--- config.mk ---
export PLATFORM = sky130hd
export DESIGN_NAME = sde_test_pulse_gen_flat
export DESIGN_NICKNAME = d
export VERILOG_FILES = /design/src/rtl/sde_test_pulse_gen_if.sv /design/src/rtl/sde_test_pulse_gen.sv /design/src/flat_wrapper.sv
export SDC_FILE = /design/constraint.sdc
export NUM_CORES = 1
export LEC_CHECK = 0
export BUFFER_PORTS_ARGS = -buffer_cell sky130_fd_sc_hd__buf_2
export CAP_MARGIN = 20
export CORE_MARGIN = 2
export CORE_UTILIZATION = 55
export CTS_CLUSTER_SIZE = 10
export DETAILED_ROUTE_END_ITERATION = 7
export GPL_TIMING_DRIVEN = 0
export PLACE_DENSITY = 0.79
export SLEW_MARGIN = 20
export SYNTH_ARGS = -nofsm -noshare
export SYNTH_HDL_FRONTEND = slang
export SYNTH_SLANG_ARGS = --single-unit
--- constraint.sdc ---
create_clock -name CLK120 -period 7 [get_ports CLK120]
set_input_delay 0.7 -clock CLK120 [delete_from_list [all_inputs] [get_ports CLK120]]
set_output_delay 0.7 -clock CLK120 [all_outputs]
set_load 0.01 [all_outputs]
--- src/rtl/sde_test_pulse_gen_if.sv ---
// Config/sample bundle for the synthetic SDE pulse source.
// master drives configuration, slave is the generator.
interface sde_test_pulse_gen_if #(
  parameter int ADC_WIDTH    = 12,
  parameter int PERIOD_WIDTH = 24
);
  logic [31:0]             PULSE_CTRL;
  logic [ADC_WIDTH-1:0]    PULSE_BASE;
  logic [ADC_WIDTH-1:0]    PULSE_AMP;
  logic [PERIOD_WIDTH-1:0] PULSE_PERIOD;
  logic                    PULSE_FIRE;
  logic [ADC_WIDTH-1:0]    ADC0;
  logic [ADC_WIDTH-1:0]    ADC1;
  logic [ADC_WIDTH-1:0]    ADC2;
  logic [ADC_WIDTH-1:0]    ADC_SSD;
  logic                    BUSY;
  logic [31:0]             PULSE_COUNT;

  modport master (
    output PULSE_CTRL, PULSE_BASE, PULSE_AMP,
    output PULSE_PERIOD, PULSE_FIRE,
    input  ADC0, ADC1, ADC2, ADC_SSD,
    input  BUSY, PULSE_COUNT
  );

  modport slave (
    input  PULSE_CTRL, PULSE_BASE, PULSE_AMP,
    input  PULSE_PERIOD, PULSE_FIRE,
    output ADC0, ADC1, ADC2, ADC_SSD,
    output BUSY, PULSE_COUNT
  );
endinterface

--- src/rtl/sde_test_pulse_gen.sv ---
// Synthetic PMT/SSD pulse source for the 120 MHz trigger path.
// Three WCD channels plus one SSD channel with programmable delay.
module sde_test_pulse_gen #(
  parameter int ADC_WIDTH    = 12,
  parameter int PERIOD_WIDTH = 24
) (
  input logic               CLK120,
  input logic               RESET,
  sde_test_pulse_gen_if.slave bus
);

  typedef enum logic [1:0] {
    S_IDLE,
    S_PULSE,
    S_TAIL
  } state_t;

  localparam logic [ADC_WIDTH-1:0] ADC_MAX = '1;

  state_t                  state_q, state_d;
  logic [3:0]              cnt_q, cnt_d;
  logic [3:0]              d_q, d_d;
  logic [3:0]              en_q, en_d;
  logic [ADC_WIDTH-1:0]    base_q, base_d;
  logic [ADC_WIDTH-1:0]    hi_q, hi_d;
  logic [31:0]             count_q, count_d;
  logic [PERIOD_WIDTH-1:0] per_q, per_d;
  logic [15:0]             sr_q, sr_d;
  logic [ADC_WIDTH-1:0]    adc0_q, adc0_d;
  logic [ADC_WIDTH-1:0]    adc1_q, adc1_d;
  logic [ADC_WIDTH-1:0]    adc2_q, adc2_d;
  logic [ADC_WIDTH-1:0]    ssd_q, ssd_d;

  logic [3:0]              en_field;
  logic                    mode;
  logic                    run;
  logic [3:0]              w_field;
  logic [3:0]              d_field;
  logic                    unused_ctrl;

  logic                    idle;
  logic                    busy;
  logic                    active;
  logic                    start;
  logic [ADC_WIDTH:0]      sum;
  logic [ADC_WIDTH-1:0]    sat;
  logic [5:0]              min_p;
  logic [PERIOD_WIDTH-1:0] min_p_ext;
  logic [PERIOD_WIDTH-1:0] peff;
  logic [3:0]              tap_idx;
  logic                    dly;
  logic [ADC_WIDTH-1:0]    base_sel;

  assign en_field    = bus.PULSE_CTRL[3:0];
  assign mode        = bus.PULSE_CTRL[4];
  assign run         = bus.PULSE_CTRL[5];
  assign w_field     = bus.PULSE_CTRL[11:8];
  assign d_field     = bus.PULSE_CTRL[15:12];
  assign unused_ctrl = ^{bus.PULSE_CTRL[31:16],
                         bus.PULSE_CTRL[7:6]};

  assign idle   = (state_q == S_IDLE);
  assign busy   = !idle;
  assign active = (state_q == S_PULSE);

  // Periodic mode ignores FIRE; single-shot needs an explicit FIRE.
  assign start = idle && run &&
                 (mode ? (per_q == '0) : bus.PULSE_FIRE);

  assign sum = {1'b0, bus.PULSE_BASE} + {1'b0, bus.PULSE_AMP};
  assign sat = sum[ADC_WIDTH] ? ADC_MAX : sum[ADC_WIDTH-1:0];

  // Spacing can never be shorter than one full pulse+tail+idle.
  assign min_p     = {2'b00, w_field} + {2'b00, d_field} + 6'd2;
  assign min_p_ext = {{(PERIOD_WIDTH-6){1'b0}}, min_p};
  assign peff      = (bus.PULSE_PERIOD < min_p_ext) ?
                     min_p_ext : bus.PULSE_PERIOD;

  assign tap_idx  = d_q - 4'd1;
  assign dly      = (d_q == 4'd0) ? active : sr_q[tap_idx];
  assign base_sel = busy ? base_q : bus.PULSE_BASE;

  always_comb begin
    state_d = state_q;
    cnt_d   = cnt_q;
    d_d     = d_q;
    en_d    = en_q;
    base_d  = base_q;
    hi_d    = hi_q;
    count_d = count_q;
    per_d   = (per_q != '0) ? per_q - 1'b1 : per_q;
    sr_d    = {sr_q[14:0], active};
    unique case (state_q)
      S_IDLE: begin
        if (start) begin
          state_d = S_PULSE;
          cnt_d   = w_field;
          d_d     = d_field;
          en_d    = en_field;
          base_d  = bus.PULSE_BASE;
          hi_d    = sat;
          count_d = count_q + 32'd1;
          per_d   = peff - 1'b1;
          sr_d    = '0;
        end
      end
      S_PULSE: begin
        if (cnt_q == 4'd0) begin
          if (d_q != 4'd0) begin
            state_d = S_TAIL;
            cnt_d   = d_q - 4'd1;
          end else begin
            state_d = S_IDLE;
          end
        end else begin
          cnt_d = cnt_q - 4'd1;
        end
      end
      S_TAIL: begin
        if (cnt_q == 4'd0) begin
          state_d = S_IDLE;
        end else begin
          cnt_d = cnt_q - 4'd1;
        end
      end
      default: state_d = S_IDLE;
    endcase
  end

  always_comb begin
    adc0_d = (en_q[0] && active) ? hi_q : base_sel;
    adc1_d = (en_q[1] && active) ? hi_q : base_sel;
    adc2_d = (en_q[2] && active) ? hi_q : base_sel;
    ssd_d  = (en_q[3] && dly)    ? hi_q : base_sel;
  end

  always_ff @(posedge CLK120) begin
    if (RESET) begin
      state_q <= S_IDLE;
      cnt_q   <= '0;
      d_q     <= '0;
      en_q    <= '0;
      base_q  <= '0;
      hi_q    <= '0;
      count_q <= '0;
      per_q   <= '0;
      sr_q    <= '0;
      adc0_q  <= '0;
      adc1_q  <= '0;
      adc2_q  <= '0;
      ssd_q   <= '0;
    end else begin
      state_q <= state_d;
      cnt_q   <= cnt_d;
      d_q     <= d_d;
      en_q    <= en_d;
      base_q  <= base_d;
      hi_q    <= hi_d;
      count_q <= count_d;
      per_q   <= per_d;
      sr_q    <= sr_d;
      adc0_q  <= adc0_d;
      adc1_q  <= adc1_d;
      adc2_q  <= adc2_d;
      ssd_q   <= ssd_d;
    end
  end

  assign bus.ADC0        = adc0_q;
  assign bus.ADC1        = adc1_q;
  assign bus.ADC2        = adc2_q;
  assign bus.ADC_SSD     = ssd_q;
  assign bus.BUSY        = busy;
  assign bus.PULSE_COUNT = count_q;

endmodule

--- src/flat_wrapper.sv ---
// flat-port wrapper written by rule: the top's interface ports become plain ports
module sde_test_pulse_gen_flat 
#(
  parameter int ADC_WIDTH    = 12,
  parameter int PERIOD_WIDTH = 24
)
  (CLK120, RESET, bus_PULSE_CTRL, bus_PULSE_BASE, bus_PULSE_AMP, bus_PULSE_PERIOD, bus_PULSE_FIRE, bus_ADC0, bus_ADC1, bus_ADC2, bus_ADC_SSD, bus_BUSY, bus_PULSE_COUNT);
  sde_test_pulse_gen_if #(.ADC_WIDTH(ADC_WIDTH), .PERIOD_WIDTH(PERIOD_WIDTH)) bus_i ();
  input logic CLK120;
  input logic RESET;
  input wire logic [$bits(bus_i.PULSE_CTRL)-1:0] bus_PULSE_CTRL;
  input wire logic [$bits(bus_i.PULSE_BASE)-1:0] bus_PULSE_BASE;
  input wire logic [$bits(bus_i.PULSE_AMP)-1:0] bus_PULSE_AMP;
  input wire logic [$bits(bus_i.PULSE_PERIOD)-1:0] bus_PULSE_PERIOD;
  input wire logic [$bits(bus_i.PULSE_FIRE)-1:0] bus_PULSE_FIRE;
  output wire logic [$bits(bus_i.ADC0)-1:0] bus_ADC0;
  output wire logic [$bits(bus_i.ADC1)-1:0] bus_ADC1;
  output wire logic [$bits(bus_i.ADC2)-1:0] bus_ADC2;
  output wire logic [$bits(bus_i.ADC_SSD)-1:0] bus_ADC_SSD;
  output wire logic [$bits(bus_i.BUSY)-1:0] bus_BUSY;
  output wire logic [$bits(bus_i.PULSE_COUNT)-1:0] bus_PULSE_COUNT;
  assign bus_i.PULSE_CTRL = bus_PULSE_CTRL;
  assign bus_i.PULSE_BASE = bus_PULSE_BASE;
  assign bus_i.PULSE_AMP = bus_PULSE_AMP;
  assign bus_i.PULSE_PERIOD = bus_PULSE_PERIOD;
  assign bus_i.PULSE_FIRE = bus_PULSE_FIRE;
  assign bus_ADC0 = bus_i.ADC0;
  assign bus_ADC1 = bus_i.ADC1;
  assign bus_ADC2 = bus_i.ADC2;
  assign bus_ADC_SSD = bus_i.ADC_SSD;
  assign bus_BUSY = bus_i.BUSY;
  assign bus_PULSE_COUNT = bus_i.PULSE_COUNT;
  sde_test_pulse_gen #(.ADC_WIDTH(ADC_WIDTH), .PERIOD_WIDTH(PERIOD_WIDTH)) u_core (.CLK120(CLK120), .RESET(RESET), .bus(bus_i));
endmodule
==> results by group <==
Timing
  • Final min period: 6015 ps
  • Skew final: 10.37 ps
  • Crit share post-route: 85.93%
  • FMAX: 166.2 MHz
  • Worst slew margin: 46.19%
  • Setup violators final: 0
  • Hold slack: 454.6 ps
  • Final Hold Violating Endpoints: 0
  • Total Neg Setup Slack: 0 ps
  • Slew Viols, Final: 0
  • RSZ-0062 raised after global routing: false
  • Slew @ Worst Pin: 795.9 ps

Drt
  • Final WL: 21960 µm
  • DRT antenna net count: 0
  • DR vias/cell: 5.828
  • Wirelength per Cell: 16.60 µm
  • Pre-antenna DRT Iters: 5
  • DRC: 0
  • Iter 0 DRT Violations: 658
  • Vias post-DR: 7711

Run
  • Max Cap Viol: 0

Yosys
  • Async SR Flop Fraction: 0%
  • Main area contributors after synthesis: dfxtp_1 (39%), nor2_1 (6.3%), a211oi_1 (5.7%)
  • Post-synth top cells: dfxtp_1 (158), nor2_1 (137), nand2_1 (89), a211oi_1 (62), a21oi_1 (60)
  • Synth area leader: dfxtp_1
  • Post-synthesis register bit count: 158
  • Post-synth EDFFs: 0
  • Top_reg_cell synth: dfxtp_1
  • Mapped Cells: 963
  • Synth warn: 0
  • Cell area after synthesis: 0.008128 mm²
  • Yosys top cell area share: 38.92%
  • Count leader, synth: dfxtp_1
  • Register area share after synthesis: 38.92%
  • Net count after synthesis: 1081
  • Library cells used by synthesis: 62
  • Syn_area_per_cell: 8.440 µm²

Die
  • Die Footprint: 0.01577 mm²
  • CORE AREA: 0.01448 mm²
  • Placement row count: 44
  • I/O Pins: 164
  • Die H: 125.6 µm
  • Starting Density: 56.14%
  • Die Wd: 125.6 µm

Worst hold path
  • Hold Crit Class: flip-flop to flip-flop

Global route
  • Vias in the first global route: 7138
  • Met1 Use GR: 35.52%
  • Global Route met3 Usage: 5.178%
  • First-pass GRT wire length: 35620 µm
  • GRT Resource Usage Total: 27.85%
  • GRT busiest layer: met2
  • Pin count of the biggest net entering global routing: 17
  • Met2 Usage GRT: 46.68%
  • Antenna violations before repair: 0
  • Total grt overflow: 0

Worst setup path
  • Slowest cell on the critical path: or4_1
  • CP endpoint kind: flip-flop
  • Crit path kind: primary input to flip-flop
  • CP peak stage delay: 450 ps
  • Worst path bufs/invs: 2
  • Worst setup SP type: primary input
  • Crit path max fanout: 10
  • Crit path arrival time: 6360 ps
  • Cell mode on critical path: ha_1
  • WP data required: 7340 ps
  • Top delay family on crit path: simple AND/OR/NAND/NOR gates
  • Worst-path cell chain: buf_2 -> ha_1 -> fa_1 -> xor2_1 -> nand4_1 -> a211oi_1 -> a221oi_1 -> ha_1 -> a211o_1 -> or4_1 -> a21oi_1 -> nand2_1 -> clkbuf_1 -> mux2i_1 -> ha_1 -> nor4b_1 -> and3_1 -> a21oi_1 -> or4_1 -> a311oi_1

Placed design
  • Hpwl dp: 16610 µm
  • Placed insts: 1291
  • Routability congestion estimate: 0.8912
  • Port Buffers: 143

Pwr
  • Leakage: 4.088 nW
  • Peak VDD IR: 0.0002122 V
  • Cell Pwr Density: 289.4 mW/mm²
  • Design Power: 2.815 mW

Clocking
  • Total CTS buffers: 17
  • Quantity of gates resized following cts: 0
  • H-tree depth: 4
  • Clk Latency, worst-skew pair: 440 ps
  • CTS Buffer Depth: 2
  • CTS tree: built
  • Clk root buf: clkbuf_16
  • Clock transition at path regs: 60 ps
  • Clock sink total: 158
  • Post-CTS setup buffers: 0
  • Post-cts hold buffer count: 0

Finish
  • Fill cell count: 1175
  • Layout cell share with drive strength beyond 1: 17.65%
  • Footprint of the multi-input gates: 0.004684 mm²
  • Layout net count: 1244
  • Non-filler instance count after layout: 1323
  • Syn-to-layout area delta: 19.67%
  • Reg area: 0.003163 mm²
  • Ant diodes: 0

Run status
  • Status: completed
[worst paths after layout]
path | start | to | slack, ps | cells after the start
worst min-delay path | u_core.base_q[1] | u_core.base_q[1] | 450 | 2
worst min register to register | u_core.base_q[1] | u_core.base_q[1] | 450 | 2
worst max register to register | u_core.per_q[0] | u_core.d_q[1] | 3410 | 10
worst max-delay path | bus_PULSE_CTRL[8] | u_core.per_q[22] | 980 | 20
[flip-flops by register name, indices dropped and copies added, names as in the netlist]
name	flops
u_core.bus.ADC2	12
u_core.hi_q	12
u_core.bus.PULSE_COUNT	32
u_core.bus.ADC0	12
u_core.base_q	12
u_core.sr_q	16
u_core.bus.ADC1	12
u_core.en_q	4
u_core.state_q	2
u_core.per_q	24
u_core.cnt_q	4
u_core.bus.ADC_SSD	12
u_core.d_q	4
[logic make-up after synthesis]
family          Yosys count  share of synthesized area (%)
flops                   158                          38.92
compound gates          221                          18.44
fa+ha+maj                35                          5.573
xor+xnor                 71                          7.651
simple gates            380                          22.09
buf+inv                  73                          3.448
mux                      25                          3.879
[metal layers]
metal	up-vias	wire, µm
met5	-	0
met4	0	494
met3	47	1310
met2	277	10640
met1	3601	9513
li1	3786	-
[power breakdown]
group | switching [mW] | total (mW) | internal [mW]
sequential | 0.0736 | 1.07 | 0.993
clock | 0.383 | 1.01 | 0.628
combinational | 0.434 | 0.738 | 0.304
total | 0.891 | 2.82 | 1.92
[layout by cell type, fill, tap and decap left out, drive strengths merged, types with 5 or more instances in the layout]
cell type,instances
dfxtp,158
buf,155
nor2,138
nand2,89
a211oi,63
a21oi,60
clkbuf,60
xor2,46
ha,33
nor3,31
xnor2,25
inv,25
o21ai,21
or3,20
and2,20
nand3,19
mux2i,18
a31oi,14
nor4,14
o211ai,10
or4,9
and3,8
or2,7
nand4,7
nor2b,7
o311ai,7
mux4,5
[through the flow]
| step | cell area (µm²) | worst slack, ps | utilization (%) |
|---|---|---|---|
| 2_1_floorplan | 8128 | 1588 | - |
| 3_3_place_gp | 9074 | 644.7 | 62.67 |
| 3_5_place_dp | 9079 | 616.6 | 62.70 |
| 4_1_cts | 9727 | 1055 | 67.18 |
| 5_1_grt | 9727 | 498.2 | 67.18 |
| 6_report | 9727 | 984.6 | 67.18 |
[layout make-up]
type                    count  area share, %
multi-input cells         732          48.16
flip-flops and latches    158          32.52
repair buffers            144          7.409
clock buffers              20          4.798
well taps                 184          2.367
plain buffers              51          2.032
clock inverters            12          1.865
inverters                  22         0.8490
[worst register-to-register path: cells and delay by family (launching register included)]
family | cells | cell delay [ps]
DFF | 1 | 310
adders and majority gates | 1 | 230
buffers and inverters | 3 | 1100
AOI/OAI and AO/OA | 2 | 350
and+or+nand+nor | 4 | 1540
Note: power is estimated with default switching activity, not from simulation.
